$ cat src/rtl/expr_lane_pkg.sv
// expr_lane_pkg: shared definitions for the multi-lane expression pipeline.
//   OP_W       - width of the opcode field
//   DEF_LANES  - default lane count
//   DEF_W      - default lane width
//   op_e       - opcode encoding, ADD..MUL = 0..7
package expr_lane_pkg;

  localparam int OP_W      = 3;
  localparam int DEF_LANES = 4;
  localparam int DEF_W     = 6;

  typedef enum logic [OP_W-1:0] {
    OP_ADD  = 3'd0,
    OP_SUB  = 3'd1,
    OP_AND  = 3'd2,
    OP_XNOR = 3'd3,
    OP_SHL  = 3'd4,
    OP_SHR  = 3'd5,
    OP_LT   = 3'd6,
    OP_MUL  = 3'd7
  } op_e;

endpackage

$ cat src/rtl/expr_lane_alu.sv
// expr_lane_alu: combinational single-lane evaluator.
//   a, b       - W-bit operands (b is always an unsigned amount for shifts)
//   op         - opcode
//   is_signed  - 1: two's-complement operands, 0: unsigned
//   y          - W-bit truncated result
//   ovf        - overflow flag (ADD/SUB/MUL only)
module expr_lane_alu
  import expr_lane_pkg::*;
#(
  parameter int W = DEF_W
) (
  input  logic [W-1:0] a,
  input  logic [W-1:0] b,
  input  op_e          op,
  input  logic         is_signed,
  output logic [W-1:0] y,
  output logic         ovf
);

  localparam logic [W-1:0] SHAMT_LIM = W'(W);

  logic         sa, sb;
  logic [W:0]   a_x, b_x, sum, diff;
  logic [2*W-1:0] a_m, b_m, prod;

  // Extension bit is the sign bit only in signed mode
  assign sa = is_signed & a[W-1];
  assign sb = is_signed & b[W-1];

  always_comb begin
    a_x  = {sa, a};
    b_x  = {sb, b};
    a_m  = {{W{sa}}, a};
    b_m  = {{W{sb}}, b};
    sum  = a_x + b_x;
    diff = a_x - b_x;
    prod = a_m * b_m;
    y    = '0;
    ovf  = 1'b0;
    unique case (op)
      OP_ADD: begin
        y   = sum[W-1:0];
        // Signed: top two bits disagree; unsigned: carry out
        ovf = is_signed ? (sum[W] ^ sum[W-1]) : sum[W];
      end
      OP_SUB: begin
        y   = diff[W-1:0];
        // Unsigned: bit W set means the difference went negative (borrow)
        ovf = is_signed ? (diff[W] ^ diff[W-1]) : diff[W];
      end
      OP_AND:  y = a & b;
      OP_XNOR: y = ~(a ^ b);
      OP_SHL:  y = (b >= SHAMT_LIM) ? '0 : (a << b);
      OP_SHR: begin
        if (b >= SHAMT_LIM) y = {W{sa}};
        else if (is_signed) y = $signed(a) >>> b;
        else                y = a >> b;
      end
      OP_LT: begin
        y = {{(W-1){1'b0}}, (is_signed ? ($signed(a) < $signed(b)) : (a < b))};
      end
      OP_MUL: begin
        y   = prod[W-1:0];
        // Signed product fits only if the upper W+1 bits are a pure sign extension
        ovf = is_signed ? (prod[2*W-1:W-1] != {(W+1){prod[W-1]}}) : (|prod[2*W-1:W]);
      end
      default: ;
    endcase
  end

endmodule

$ cat src/rtl/expr_lane_pipe.sv
// expr_lane_pipe: two-stage valid/ready pipeline evaluating LANES lanes per transaction.
//   clk, reset            - clock, synchronous active-high reset
//   in_valid/in_ready     - input handshake
//   in_a, in_b            - packed operands, lane i at [i*W +: W]
//   in_op, in_signed      - shared opcode and signedness
//   in_acc                - per-lane accumulator replaces A
//   acc_clr               - synchronous clear of all accumulators
//   out_valid/out_ready   - output handshake
//   out_y, out_ovf        - packed results and per-lane overflow
module expr_lane_pipe
  import expr_lane_pkg::*;
#(
  parameter int LANES = DEF_LANES,
  parameter int W     = DEF_W
) (
  input  logic               clk,
  input  logic               reset,
  input  logic               in_valid,
  output logic               in_ready,
  input  logic [LANES*W-1:0] in_a,
  input  logic [LANES*W-1:0] in_b,
  input  logic [OP_W-1:0]    in_op,
  input  logic               in_signed,
  input  logic               in_acc,
  input  logic               acc_clr,
  output logic               out_valid,
  input  logic               out_ready,
  output logic [LANES*W-1:0] out_y,
  output logic [LANES-1:0]   out_ovf
);

  localparam int BW = LANES * W;

  logic           en;
  logic           v1, v2;
  logic [BW-1:0]  a1, b1;
  op_e            op1;
  logic           sgn1, acc1;
  logic [BW-1:0]  y2;
  logic [LANES-1:0] ovf2;
  logic [W-1:0]   acc [LANES];
  logic [BW-1:0]  lane_y;
  logic [LANES-1:0] lane_ovf;

  // A stalled output freezes the whole pipe, even when stage 1 is empty
  assign en       = !(v2 && !out_ready);
  assign in_ready = en;

  for (genvar i = 0; i < LANES; i++) begin : g_lane
    logic [W-1:0] a_sel;
    assign a_sel = acc1 ? acc[i] : a1[i*W +: W];

    expr_lane_alu #(
      .W(W)
    ) u_alu (
      .a        (a_sel),
      .b        (b1[i*W +: W]),
      .op       (op1),
      .is_signed(sgn1),
      .y        (lane_y[i*W +: W]),
      .ovf      (lane_ovf[i])
    );
  end

  always_ff @(posedge clk) begin
    if (reset) begin
      v1   <= 1'b0;
      v2   <= 1'b0;
      a1   <= '0;
      b1   <= '0;
      op1  <= OP_ADD;
      sgn1 <= 1'b0;
      acc1 <= 1'b0;
      y2   <= '0;
      ovf2 <= '0;
    end else if (en) begin
      v1 <= in_valid;
      if (in_valid) begin
        a1   <= in_a;
        b1   <= in_b;
        op1  <= op_e'(in_op);
        sgn1 <= in_signed;
        acc1 <= in_acc;
      end
      v2 <= v1;
      if (v1) begin
        y2   <= lane_y;
        ovf2 <= lane_ovf;
      end
    end
  end

  // Accumulators update on the same edge a transaction enters stage 2, so the
  // next transaction in stage 1 sees the new value without a bubble. acc_clr
  // is an explicit command and wins over the write, stalled or not.
  always_ff @(posedge clk) begin
    if (reset || acc_clr) begin
      for (int i = 0; i < LANES; i++) acc[i] <= '0;
    end else if (en && v1 && acc1) begin
      for (int i = 0; i < LANES; i++) acc[i] <= lane_y[i*W +: W];
    end
  end

  assign out_valid = v2;
  assign out_y     = y2;
  assign out_ovf   = ovf2;

endmodule

$ cat config.mk
export PLATFORM = sky130hd
export DESIGN_NAME = expr_lane_pipe
export DESIGN_NICKNAME = d
export VERILOG_FILES = /design/src/rtl/expr_lane_pkg.sv /design/src/rtl/expr_lane_alu.sv /design/src/rtl/expr_lane_pipe.sv
export SDC_FILE = /design/constraint.sdc
export NUM_CORES = 1
export LEC_CHECK = 0
export CAP_MARGIN = 10
export CORE_MARGIN = 10
export CORE_UTILIZATION = 40
export CTS_CLUSTER_DIAMETER = 150
export DETAILED_ROUTE_END_ITERATION = 16
export GPL_TIMING_DRIVEN = 0
export PLACE_DENSITY = 0.53
export SYNTH_ARGS = -nofsm -noshare
export SYNTH_HDL_FRONTEND = slang
export SYNTH_SLANG_ARGS = --single-unit
$ cat constraint.sdc
create_clock -name clk -period 7.8 [get_ports clk]
set_clock_uncertainty 0.1 [all_clocks]
set_input_delay 1.56 -clock clk [delete_from_list [all_inputs] [get_ports clk]]
set_output_delay 1.56 -clock clk [all_outputs]
set_load 0.02 [all_outputs]
Yosys cells after proc, flatten, opt, wreduce, memory -nomap -nowiden
Memory sizes are Yosys's and may differ from the RTL's.
Index checks and enable logic that the tools add are counted.
- register bits after elaboration: 83
- bits in writable memories: 24
- input bits: 58
- output and inout bits: 30
- word-level logic and storage cells: 152
- memories: 1
- memory list (memory ; depth ; width ; read ports ; clocked after Yosys merged registers in ; wr ports ; line ; source):
    acc ; 4 ; 6 ; 4 ; 0 ; 4 ; expr_lane_pipe.sv:41 ; logic [W-1:0] acc [LANES];
- add/sub/neg operators: 8
- $mul: 4
- order comparisons: 12
- equal/unequal tests: 11
- shift-type cells: 12
- muxes and demuxes: 49
- bitwise gates (word level): 33
- reductions and logical operators: 13
- operators with widths (operator ; number):
    $pmux 6 s8 ; 4
    $mux 6 ; 20
    $lt 6x6->1 ; 8
    $mul 7x7->12 ; 4
    $add 7x7->7 ; 4
    $sub 7x7->7 ; 4
    $and 6x6->6 ; 4
    $ge 6x3->1 const B ; 4
    $ne 6x6->1 ; 4
    $not 6->6 ; 4
    $reduce_or 6->1 ; 4
    $shl 6x6->6 ; 4
    $shr 6x6->6 ; 4
    $sshr 6x6->6 ; 4
    $xor 6x6->6 ; 4
    $mux 1 ; 21
    $eq 3x3->1 const B ; 4
    $pmux 1 s3 ; 4
    $and 1x1->1 ; 8
    $xor 1x1->1 ; 8
    $eq 3x2->1 const B ; 2
    $or 1x1->1 ; 4
    $reduce_and 2->1 ; 2
    $eq 3x1->1 const B ; 1
    other kinds (5) ; 8

Depth between registers and ports, before layout
Gate-level depths: netlist of run 1.
- depth after elaboration: 9
- depth in mapped cells: 22
- depth with buffers taken out: 20

Modules after synthesis
From an unflattened synthesis of run 1, not the netlist that was laid out.
- cells, all modules: 2082
- area, all modules: 16497.1 um^2
- by module, submodules not included (module ; times used ; cells an instance ; area an instance (um^2) ; sequential area each (um^2)):
    expr_lane_pipe ; 1 ; 459 ; 4365.4 ; 2382.3
    expr_lane_alu at g_lane[1].u_alu ; 1 ; 410 ; 3069.2 ; 0.0
    expr_lane_alu at g_lane[0].u_alu ; 1 ; 401 ; 3047.9 ; 0.0
    expr_lane_alu at g_lane[2].u_alu ; 1 ; 404 ; 3035.4 ; 0.0
    expr_lane_alu at g_lane[3].u_alu ; 1 ; 408 ; 2979.1 ; 0.0

Worst setup path after synthesis of run 1
No wires, ideal clock.
- kind: reg-to-reg
- from: register sgn1
- to: register ovf2[3] (netlist: out_ovf[3])
- setup time: 131 ps
- arrival: 5416 ps
- required time: 7569 ps
- setup slack: 2152 ps
- cell stages (with the launch flop): 20
- buffers on the path: 4
- clock period less this slack: 5648 ps
- cells stage by stage: dfxtp_1 clkbuf_1 buf_1 buf_1 clkbuf_1 nand3_1 fa_1 fa_1 fa_1 fa_1 inv_1 ha_1 and3_1 a221o_1 o21a_1 o21ai_0 nand2b_1 xor2_1 nor4_1 o41ai_1
- longest elaborated chain between the ends: 5
- elaborated cells on any way between the ends: 13
- classes of those cells: 2 x add/sub; 1 x mul; 1 x eq/ne; 4 x mux; 4 x bitwise; 1 x reduce/logical
- RTL lines (element ; line ; source):
    start, declared ; expr_lane_pipe.sv:38 ; logic sgn1, acc1;
    start signal, assigned ; expr_lane_pipe.sv:82 ; sgn1 <= in_signed;
    $and 1x1->1, on equally long branches ; expr_lane_alu.sv:27, expr_lane_alu.sv:28 ;
    $mul 7x7->12 (tied with other cells) ; expr_lane_alu.sv:37 ; prod = a_m * b_m;
    $ne 6x6->1 (tied with other cells) ; expr_lane_alu.sv:65 ; ovf = is_signed ? (prod[2*W-1:W-1] != {(W+1){prod[W-1]}}) : (|prod[2*W-1:W]);
    $mux 1, on equally long branches ; expr_lane_alu.sv:65, expr_lane_alu.sv:44, expr_lane_alu.sv:49 ;
    $pmux 1 s3 * ; expr_lane_alu.sv:40 ; unique case (op)
    end signal, assigned ; expr_lane_pipe.sv:88 ; ovf2 <= lane_ovf;
    end, declared ; expr_lane_pipe.sv:40 ; logic [LANES-1:0] ovf2;
Every way passes the cells marked *; elsewhere a longest branch is shown, timed or not.
A chain may end at the register's enable or synchronous reset.

Worst setup path in the final report of run 1
- from: register sgn1
- to: register ovf2[0] (netlist: out_ovf[0])
The elaborated chain is that of the path after synthesis.

==> metrics.txt, run 1 <==
status finished clean; worst skew pair latency 390 ps; worst r2r src sgn1$_SDFFE_PP0P_; FMAX roughly 0.14 GHz; Crit. End Element flop; Pre-antenna DRT Iters 5; startpoint types flop; Synth Instances about 2000; Via density about 5.8; top cell type by total area after synthesis fa_1; Critical Path End out_ovf[0]$_SDFFE_PP0P_; max cap viols 0; Crit path required time between 7000 and 8000 ps; port bufs between 80 and 90; Die Width ~220 um; DP Wirelength around 49000 um; core area 38700 um^2; Placed Area about 17000 um^2; Crit path arrival time ~7300 ps; Hold Path Class flop to flop; Post-synth EDFFs 24; I/O pin cnt a little under 90; cell row count between 70 and 80; crit path cell chain clkbuf_2, buf_1, clkdlybuf4s15_1, nand3_1, fa_1, fa_1, fa_1, inv_1, fa_1, ha_1, o21ai_0, nor2_1, o31ai_1, a21oi_1, xor2_1, or4_1, mux2i_1, o2bb2ai_1; CP max stage cell clkdlybuf4s15_1; CTS H-tree depth 3; Top FF cell, synth dfxtp_1; clk sinks 107; WL/cell 23.9 um; clock tree buffer depth 2; final wirelength between 60000 and 70000 um; Worst path top cell family by delay adder cells; vias in the first global route 14800; Syn-to-layout area delta 11.9%; clock-pin transition on the worst setup and hold timing paths approximately 90 ps; grt total ovfl 0; post-synthesis register bit count roughly 110; power after layout about 2.0 mW; Min Hold Slack ~360 ps; ys async rst share 0; Root Buffer clkbuf_16; crit share post-route 0.914; Die Ht approximately 220 um; initial drt markers 1577; crit path from sgn1$_SDFFE_PP0P_; GPL Wtd Cong about 0.95; post-synthesis sequential area ratio 0.152; Routed Antenna Nets 0; GRT Util Overall 0.261; P_leak 7.17 nW; pwr/cell area roughly 110 nW/um^2; most frequent CP cell fa_1; setup slack, reg-to-reg between 600 and 700 ps; Post-Layout Inst Area roughly 18000 um^2; post-route minimum period around 7100 ps; largest cells by area after synthesis fa_1 17%, ha_1 12%, dfxtp_1 11%, nand2_1 6.2%, a21oi_1 5.3%; Peak supply drop about 0.00012 V; DRC Markers 0; Buf/Inv on CP 4; share of post-route cells with drive strength above 1 0.0384; Final nets 2445; CTS tree yes; net count after synthesis 2346; cell count along the critical path 18; first-pass GRT wire length approximately 94000 um; Critical Path Max Stage Delay 860 ps; hold_buf cts 0; Num CTS Buffers 9; fin util 0.453; Fin. Hold Viols 0; Slew @ Worst Pin about 1200 ps; largest net degree at the start of global routing 25; Rel. slew slack 0.177; Max Transition Viols Final 0; r2r endpoint out_ovf[0]$_SDFFE_PP0P_; final setup violation count 0; routed vias 15200; critical-path maximum fanout 19; Netlist cell types a little over 80; Post-Synthesis Mean Instance Area between 7 and 8 um^2; unrepaired setup endpoints after global routing false; Reg2Reg Depth 18; initial antenna violation count 0; Die ar. approximately 48000 um^2; area share of the largest cell type after synthesis 0.173; kind of critical path flop to flop; Initial Util 0.405; Place WS -482 ps; Netlist Area Pre-Place between 15000 and 20000 um^2; final worst slack ~670 ps; synth warn 0
[worst min path at each step]
stage                     cells after the start  slack, ps                     end              startpoint
after floorplan                               2        330     a1[14]$_SDFFE_PP0P_     a1[14]$_SDFFE_PP0P_
after global placement                        2        340  out_y[19]$_SDFFE_PP0P_  out_y[19]$_SDFFE_PP0P_
after detailed placement                      2        350     a1[15]$_SDFFE_PP0P_     a1[15]$_SDFFE_PP0P_
after CTS                                     2        360     a1[14]$_SDFFE_PP0P_     a1[14]$_SDFFE_PP0P_
after global routing                          2        380      a1[5]$_SDFFE_PP0P_      a1[5]$_SDFFE_PP0P_
final                                         2        360     a1[14]$_SDFFE_PP0P_     a1[14]$_SDFFE_PP0P_
[repair_timing]
action | 4_1_cts | 5_1_grt
endpoints found under the setup margin | 4 | 4
setup buffers | 0 | 0
resized for setup | 4 | 3
[tightest hold or removal path, cell delays in order (launching register included)]
cell and delay [ps]:
dfxtp_1 310, nand2_1 50, a21oi_1 50
[where the power goes]
part | switching (mW) | internal, mW
registers | 0.0305 | 0.598
logic | 0.579 | 0.315
clock network | 0.251 | 0.229
total | 0.861 | 1.14
[final cells by class]
type / count / area (um^2)
fillers: 4024 / 21200
clock buffers: 10 / 239
inverters: 217 / 815
plain buffers: 107 / 435
well taps: 518 / 648
multi-input cells: 1572 / 12100
clock inverters: 6 / 47.5
flip-flops and latches: 107 / 2380
repair buffers: 89 / 910
diodes: 1 / 2.50
[Yosys cell counts, types with 7 or more instances]
| cell type | n |
|---|---|
| a21oi_1 | 165 |
| mux2i_1 | 24 |
| dfxtp_1 | 83 |
| clkbuf_1 | 93 |
| a211o_1 | 8 |
| o22ai_1 | 11 |
| nand2b_1 | 24 |
| o211ai_1 | 23 |
| o21a_1 | 8 |
| inv_1 | 194 |
| a22oi_1 | 8 |
| and2_1 | 21 |
| o21ai_0 | 94 |
| ha_1 | 148 |
| nand2_1 | 258 |
| o221ai_1 | 7 |
| mux2i_2 | 9 |
| a211oi_1 | 37 |
| nor2b_1 | 21 |
| or3_1 | 7 |
| nor2_1 | 200 |
| mux2_2 | 7 |
| o21bai_1 | 9 |
| a31oi_1 | 20 |
| xnor2_1 | 52 |
| a21o_1 | 24 |
| xor2_1 | 35 |
| inv_2 | 18 |
| o21ai_1 | 12 |
| nor3_1 | 30 |
| nor4_1 | 7 |
| fa_1 | 136 |
| o31ai_1 | 9 |
| edfxtp_1 | 24 |
| buf_1 | 11 |
| nand3_1 | 38 |
| nor3b_1 | 10 |
[stage by stage]
| step | setup TNS [ps] | std cells |
|---|---|---|
| final | 0 | 2627 |
| after global routing | 0 | 2626 |
| after CTS | 0 | 2626 |
| after detailed placement | -1240 | 2610 |
| after global placement | -1570 | 2609 |
| after floorplan | 0 | 2004 |
[flip-flops by register name (all words and copies together) (netlist names)]
name / cells
out_y: 24
a1: 24
out_valid: 1
op1: 3
v1: 1
acc1: 1
b1: 24
sgn1: 1
acc: 24
out_ovf: 4
[per-layer routing]
metal | GRT usage | part of all wire | vias up
met2 | 0.399 | 0.43 | 620
met1 | 0.373 | 0.46 | 7458
met4 | 0.0796 | 0.031 | 0
met3 | 0.0373 | 0.072 | 99
li1 | - | - | 7062
met5 | 0 | 0 | -
[placed cells by master (no fill, tap or decap), types with 11 or more instances in the layout]
master	count
nand3_1	38
o211ai_1	23
o21ai_0	94
a21oi_1	165
a211oi_1	37
xor2_1	35
o21ai_1	12
ha_1	148
a21o_1	24
xnor2_1	52
fa_1	136
nor2_1	200
nand2_1	258
inv_1	194
nor2b_1	21
nor3_1	29
clkbuf_1	90
dfxtp_1	83
and2_1	21
a31oi_1	20
mux2i_1	24
clkdlybuf4s50_1	87
inv_2	18
edfxtp_1	24
o22ai_1	11
nand2b_1	24
[cells by family (layout without fill, tap and decap cells)]
family	after synthesis	after routing	synth area share
buffers and inverters	325	429	0.0792
adder cells (fa/ha/maj)	284	284	0.291
other	0	1	0
AND/OR/NAND/NOR	654	654	0.186
flip-flops	107	107	0.152
AO/OA/AOI/OAI	496	496	0.199
XOR/XNOR	87	87	0.0486
multiplexers	51	51	0.0440
No activity file was read; power rests on OpenSTA's default activity.
==> inputs of run 2 (changes only) <==
--- a/config.mk
+++ b/config.mk
@@ -10,7 +10,6 @@
 export CORE_UTILIZATION = 40
 export CTS_CLUSTER_DIAMETER = 150
 export DETAILED_ROUTE_END_ITERATION = 16
-export GPL_TIMING_DRIVEN = 0
 export PLACE_DENSITY = 0.53
 export SYNTH_ARGS = -nofsm -noshare
 export SYNTH_HDL_FRONTEND = slang
==> metrics.txt, run 2 (synthesized netlist as in run 1, its figures left out) <==
P_leak 7.13 nW (was 7.17 nW); DRC Markers 0 (unchanged); CP max stage cell dfxtp_2 (was clkdlybuf4s15_1); clk sinks 107 (unchanged); hold_buf cts 0 (unchanged); max cap viols 0 (unchanged); largest net degree at the start of global routing 84 (was 25); min-delay src out_y[4]$_SDFFE_PP0P_ (was a1[14]$_SDFFE_PP0P_); internal power 1.13 mW (was 1.14 mW); initial drt markers 1481 (was 1577); Final nets 2366 (was 2445); clock-pin transition on the worst setup and hold timing paths 90 ps (about the same); critical-path maximum fanout 19 (unchanged); FMAX 0.159 GHz (was 0.140 GHz); I/O pin cnt 88 (unchanged); clock tree buffer depth 2 (unchanged); core area 38700 um^2 (unchanged); vias in the first global route 14500 (was 14800); Slew @ Worst Pin 984 ps (was 1230 ps); final setup violation count 0 (unchanged); GPL Wtd Cong 0.936 (was 0.949); worst r2r src acc1$_SDFFE_PP0P_ (was sgn1$_SDFFE_PP0P_); Pre-antenna DRT Iters 6 (was 5); Placed Area 17000 um^2 (was 17200 um^2); Place WS 1510 ps (was -482 ps); pwr/cell area 112 nW/um^2 (was 114 nW/um^2); CTS H-tree depth 3 (unchanged); Max Transition Viols Final 0 (unchanged); most frequent CP cell fa_1 (unchanged); Routed Antenna Nets 0 (unchanged); first-pass GRT wire length 82500 um (was 94500 um); Hold Path Class flop to flop (unchanged); status finished clean (unchanged); crit share post-route 0.808 (was 0.914); Crit path required time 7980 ps (was 7970 ps); initial antenna violation count 0 (unchanged); Crit. End Element flop (unchanged); Worst Hold End out_y[4]$_SDFFE_PP0P_ (was a1[14]$_SDFFE_PP0P_); Fin. Hold Viols 0 (unchanged); startpoint types flop (unchanged); Root Buffer clkbuf_16 (unchanged); final worst slack 1490 ps (was 668 ps); hold path depth 2 (unchanged); Via density 5.74 (was 5.80); Psw 0.815 mW (was 0.861 mW); Post-Layout Inst Area 17300 um^2 (was 17600 um^2); Rel. slew slack 0.343 (was 0.177); GRT Util Overall 0.219 (was 0.261); CTS tree yes (unchanged); Num CTS Buffers 9 (unchanged); most frequent cells in the layout 257 x nand2_1, 200 x nor2_1, 194 x inv_1 (was 258 x nand2_1, 200 x nor2_1, 194 x inv_1); Reg2Reg Depth 19 (was 18); fin util 0.446 (was 0.453); Peak supply drop 0.000137 V (was 0.000122 V); Setup Fix Bufs, Post-CTS 0 (unchanged); port bufs 87 (unchanged); cell row count 72 (unchanged); Reg power frac 0.330 (was 0.314); Combinational Power Share 0.424 (was 0.447); final wirelength 52500 um (was 62700 um); Worst path top cell family by delay adder cells (unchanged); TNS Setup 0 ps (unchanged); Syn-to-layout area delta 10.2% (was 11.9%); WL/cell 20.6 um (was 23.9 um); crit path cell chain mux2i_2, nor2_1, nand2_1, inv_1, fa_1, inv_1, fa_1, fa_1, fa_1, inv_1, ha_1, and3_1, a221o_1, o21a_1, o21ai_0, nand2b_1, xor2_1, nor4_1, o41ai_1 (was clkbuf_2, buf_1, clkdlybuf4s15_1, nand3_1, fa_1, fa_1, fa_1, inv_1, fa_1, ha_1, o21ai_0, nor2_1, o31ai_1, a21oi_1, xor2_1, or4_1, mux2i_1, o2bb2ai_1); sw frac 0.419 (was 0.430); DP Wirelength 39500 um (was 49100 um); Die ar. 47600 um^2 (unchanged); kind of critical path flop to flop (unchanged); Buf/Inv on CP 3 (was 4); Initial Util 0.405 (unchanged); most common cell after layout, fill and taps aside nand2_1 (unchanged); Die Ht 218 um (unchanged); worst skew pair latency 400 ps (was 390 ps); antenna cells 0 (was 1); Crit path arrival time 6490 ps (was 7300 ps); post-CTS sizing 0 (was 4); setup slack, reg-to-reg 1490 ps (was 670 ps); grt total ovfl 0 (unchanged); Die Width 218 um (unchanged); unrepaired setup endpoints after global routing false (unchanged); routed vias 14600 (was 15200); r2r endpoint out_ovf[3]$_SDFFE_PP0P_ (was out_ovf[0]$_SDFFE_PP0P_); Clock power frac 0.246 (was 0.240); share of post-route cells with drive strength above 1 0.0517 (was 0.0384); post-route minimum period 6310 ps (was 7130 ps); Critical Path Max Stage Delay 910 ps (was 860 ps)
-- run 2: cell count changes in the layout (fill, tap and decap cells not counted), moves of 2 or more --
cell | before | now
clkbuf_2 | 3 | 0
buf_4 | 1 | 31
clkbuf_1 | 90 | 1
buf_1 | 9 | 0
inv_6 | 0 | 2
buf_6 | 2 | 0
dfxtp_2 | 0 | 2
dfxtp_1 | 83 | 81
-- run 2: power groups by stage --
stage / clock [mW] / combinational [mW] / sequential, mW
after floorplan: 0 / 0.561 / 0.640
after global placement: 0 / 0.808 / 0.653
after detailed placement: 0 / 0.810 / 0.653
after CTS: 0.497 / 0.817 / 0.640
after global routing: 0.512 / 0.904 / 0.646
final: 0.478 / 0.824 / 0.641
-- run 2: per-layer routing --
layer / global-route usage / vias to the layer above / routed length [um]
li1: - / 6905 / -
met1: 0.299 / 7111 / 24000
met2: 0.349 / 535 / 24100
met3: 0.0359 / 65 / 3310
met4: 0.0609 / 0 / 1140
met5: 0 / - / 0
-- run 2: per-stage QoR --
stage,std cells,power [mW],hold WS (ps)
3_3_place_gp,2531,1.46,346
3_5_place_dp,2531,1.46,349
2_1_floorplan,2004,1.20,334
6_report,2547,1.94,358
5_1_grt,2547,2.06,381
4_1_cts,2547,1.95,361
-- run 2: layout make-up --
class / instances / area (um^2)
Clock buffer: 10 / 229
Clock inverter: 6 / 46.3
Fill cell: 4033 / 21400
Inverter: 217 / 815
Multi-Input combinational cell: 1572 / 12100
Sequential cell: 107 / 2380
Tap cell: 518 / 648
Timing Repair Buffer: 117 / 1090
-- run 2: worst min-delay path, delay by kind of cell (launching register included) --
kind	cells	cell delay, ps
simple gates	1	50
compound gates	1	50
flops	1	310
-- run 2: worst max-delay path by stage --
| stage | startpoint | endpoint | slack, ps | cells past startpoint |
|---|---|---|---|---|
| 2_1_floorplan | sgn1$_SDFFE_PP0P_ | out_ovf[3]$_SDFFE_PP0P_ | 2150 | 19 |
| 4_1_cts | acc1$_SDFFE_PP0P_ | out_ovf[0]$_SDFFE_PP0P_ | 1510 | 18 |
| 6_report | acc1$_SDFFE_PP0P_ | out_ovf[3]$_SDFFE_PP0P_ | 1490 | 19 |
| 3_5_place_dp | acc1$_SDFFE_PP0P_ | out_ovf[0]$_SDFFE_PP0P_ | 1510 | 18 |
| 3_3_place_gp | acc1$_SDFFE_PP0P_ | out_ovf[0]$_SDFFE_PP0P_ | 1630 | 18 |
| 5_1_grt | acc1$_SDFFE_PP0P_ | out_ovf[1]$_SDFFE_PP0P_ | 1140 | 18 |
==> inputs of run 3 (changes only) <==
==> constraint.sdc (replaced) <==
create_clock -name clk -period 6.4 [get_ports clk]
set_clock_uncertainty 0.1 [all_clocks]
set_input_delay 1.28 -clock clk [delete_from_list [all_inputs] [get_ports clk]]
set_output_delay 1.28 -clock clk [all_outputs]
set_load 0.02 [all_outputs]
==> metrics.txt, run 3 (synthesized netlist as in run 1, its figures left out) <==
status finished clean (unchanged); Metal-1 WL 24000 um (about the same); startpoint types flop (unchanged); vias in the first global route 14500 (about the same); WL met2 24000 um (was 24100 um); FMAX 0.169 GHz (was 0.159 GHz); Via density 5.70 (was 5.74); r2r endpoint out_ovf[0]$_SDFFE_PP0P_ (was out_ovf[3]$_SDFFE_PP0P_); hold_buf cts 0 (unchanged); Reg2Reg Depth 18 (was 19); pwr/cell area 138 nW/um^2 (was 112 nW/um^2); GRT Util Overall 0.222 (was 0.219); share of post-route cells with drive strength above 1 0.0592 (was 0.0517); Sequential cell area 2380 um^2 (unchanged); min-delay src out_y[19]$_SDFFE_PP0P_ (was out_y[4]$_SDFFE_PP0P_); Die Ht 218 um (unchanged); Min Hold Slack 360 ps (was 358 ps); crit path from acc1$_SDFFE_PP0P_ (unchanged); Setup Fix Bufs, Post-CTS 0 (unchanged); Peak supply drop 0.000184 V (was 0.000137 V); unrepaired setup endpoints after global routing false (unchanged); Final nets 2382 (was 2366); Crit path required time 6580 ps (was 7980 ps); Routed Antenna Nets 0 (unchanged); Crit path arrival time 6090 ps (was 6490 ps); largest net degree at the start of global routing 84 (unchanged); first-pass GRT wire length 83400 um (was 82500 um); Rel. slew slack 0.303 (was 0.343); most common cell after layout, fill and taps aside nand2_1 (unchanged); clock tree buffer depth 2 (unchanged); Slew @ Worst Pin 1040 ps (was 984 ps); highest routed layer met4 (unchanged); final setup violation count 0 (unchanged); Die ar. 47600 um^2 (unchanged); I/O pin cnt 88 (unchanged); initial antenna violation count 0 (unchanged); max cap viols 0 (unchanged); TNS Setup 0 ps (unchanged); Place WS 500 ps (was 1510 ps); CTS H-tree depth 3 (unchanged); GPL Wtd Cong 0.925 (was 0.936); crit share post-route 0.923 (was 0.808); Num CTS Buffers 9 (unchanged); P_leak 7.23 nW (was 7.13 nW); Post-Layout Inst Area 17500 um^2 (was 17300 um^2); routed vias 14600 (unchanged); Die Width 218 um (unchanged); fin cells 2563 (was 2547); Crit. End Element flop (unchanged); clk sinks 107 (unchanged); worst skew pair latency 400 ps (about the same); cell row count 72 (unchanged); Root Buffer clkbuf_16 (unchanged); worst r2r src acc1$_SDFFE_PP0P_ (unchanged); DP Cell Count 2547 (was 2531); post-route minimum period 5910 ps (was 6310 ps); post-CTS sizing 0 (unchanged); final wirelength 53100 um (was 52500 um); core area 38700 um^2 (unchanged); DRC Markers 0 (unchanged); Worst Hold End out_y[19]$_SDFFE_PP0P_ (was out_y[4]$_SDFFE_PP0P_); DP Wirelength 39700 um (was 39500 um); Pre-antenna DRT Iters 7 (was 6); antenna cells 0 (unchanged); WL/cell 20.7 um (was 20.6 um); initial drt markers 1266 (was 1481); Hold Path Class flop to flop (unchanged); setup slack, reg-to-reg 490 ps (was 1490 ps); Max Transition Viols Final 0 (unchanged); port bufs 87 (unchanged); Placed Area 17200 um^2 (was 17000 um^2); critical-path maximum fanout 12 (was 19); clock-pin transition on the worst setup and hold timing paths 90 ps (about the same); hold path depth 2 (unchanged); kind of critical path flop to flop (unchanged); final worst slack 492 ps (was 1490 ps); power after layout 2.42 mW (was 1.94 mW); CTS tree yes (unchanged); most frequent cells in the layout 257 x nand2_1, 200 x nor2_1, 194 x inv_1 (unchanged); Syn-to-layout area delta 11.3% (was 10.2%); fill cell count 3987 (was 4033); fin util 0.451 (was 0.446); Fin. Hold Viols 0 (unchanged); grt total ovfl 0 (unchanged); Initial Util 0.405 (unchanged); met3 wire length 3460 um (was 3310 um); area occupied by multi-input gates 12100 um^2 (unchanged)
run 3: cell types whose count changed in the layout (fill, tap and decap cells not counted):
cell and delta:
buf_12 +2, buf_4 +14, bufinv_16 +1, inv_4 -1, inv_6 -1, inv_8 +1
run 3: power by group:
part | switching [mW] | internal (mW) | leakage (nW)
registers | 0.0484 | 0.728 | 0.950
clock network | 0.308 | 0.309 | 0.149
logic | 0.634 | 0.390 | 6.13
total | 0.991 | 1.43 | 7.23
run 3: worst max path at each step:
stage,endpoint,slack [ps],depth (start not counted)
3_3_place_gp,out_ovf[0]$_SDFFE_PP0P_,670,19
5_1_grt,out_ovf[0]$_SDFFE_PP0P_,160,19
6_report,out_ovf[0]$_SDFFE_PP0P_,490,18
3_5_place_dp,out_ovf[0]$_SDFFE_PP0P_,500,18
4_1_cts,out_ovf[0]$_SDFFE_PP0P_,450,18
2_1_floorplan,out_ovf[3]$_SDFFE_PP0P_,750,19
run 3: cell type report:
cell class,count,share of cell area
Clock inverter,6,0.00416
Tap cell,518,0.0371
Inverter,217,0.0466
Timing Repair Buffer,133,0.0709
Clock buffer,10,0.0131
Multi-Input combinational cell,1572,0.692
Sequential cell,107,0.137
run 3: worst max-delay path: stages (launching register included):
cell	delay [ps]
dfxtp_2	660
buf_4	250
mux2i_1	420
inv_2	190
ha_1	320
fa_1	510
inv_1	50
fa_1	460
fa_1	540
inv_1	50
fa_1	470
ha_1	350
o21ai_0	170
o21bai_1	90
a21oi_1	240
xnor2_1	110
or4_1	520
mux2i_1	190
o2bb2ai_1	80
run 3: metal layers:
layer / global-route usage / vias to the layer above
met5: 0 / -
met4: 0.0798 / 0
met3: 0.0387 / 72
met2: 0.351 / 500
met1: 0.298 / 7117
li1: - / 6927
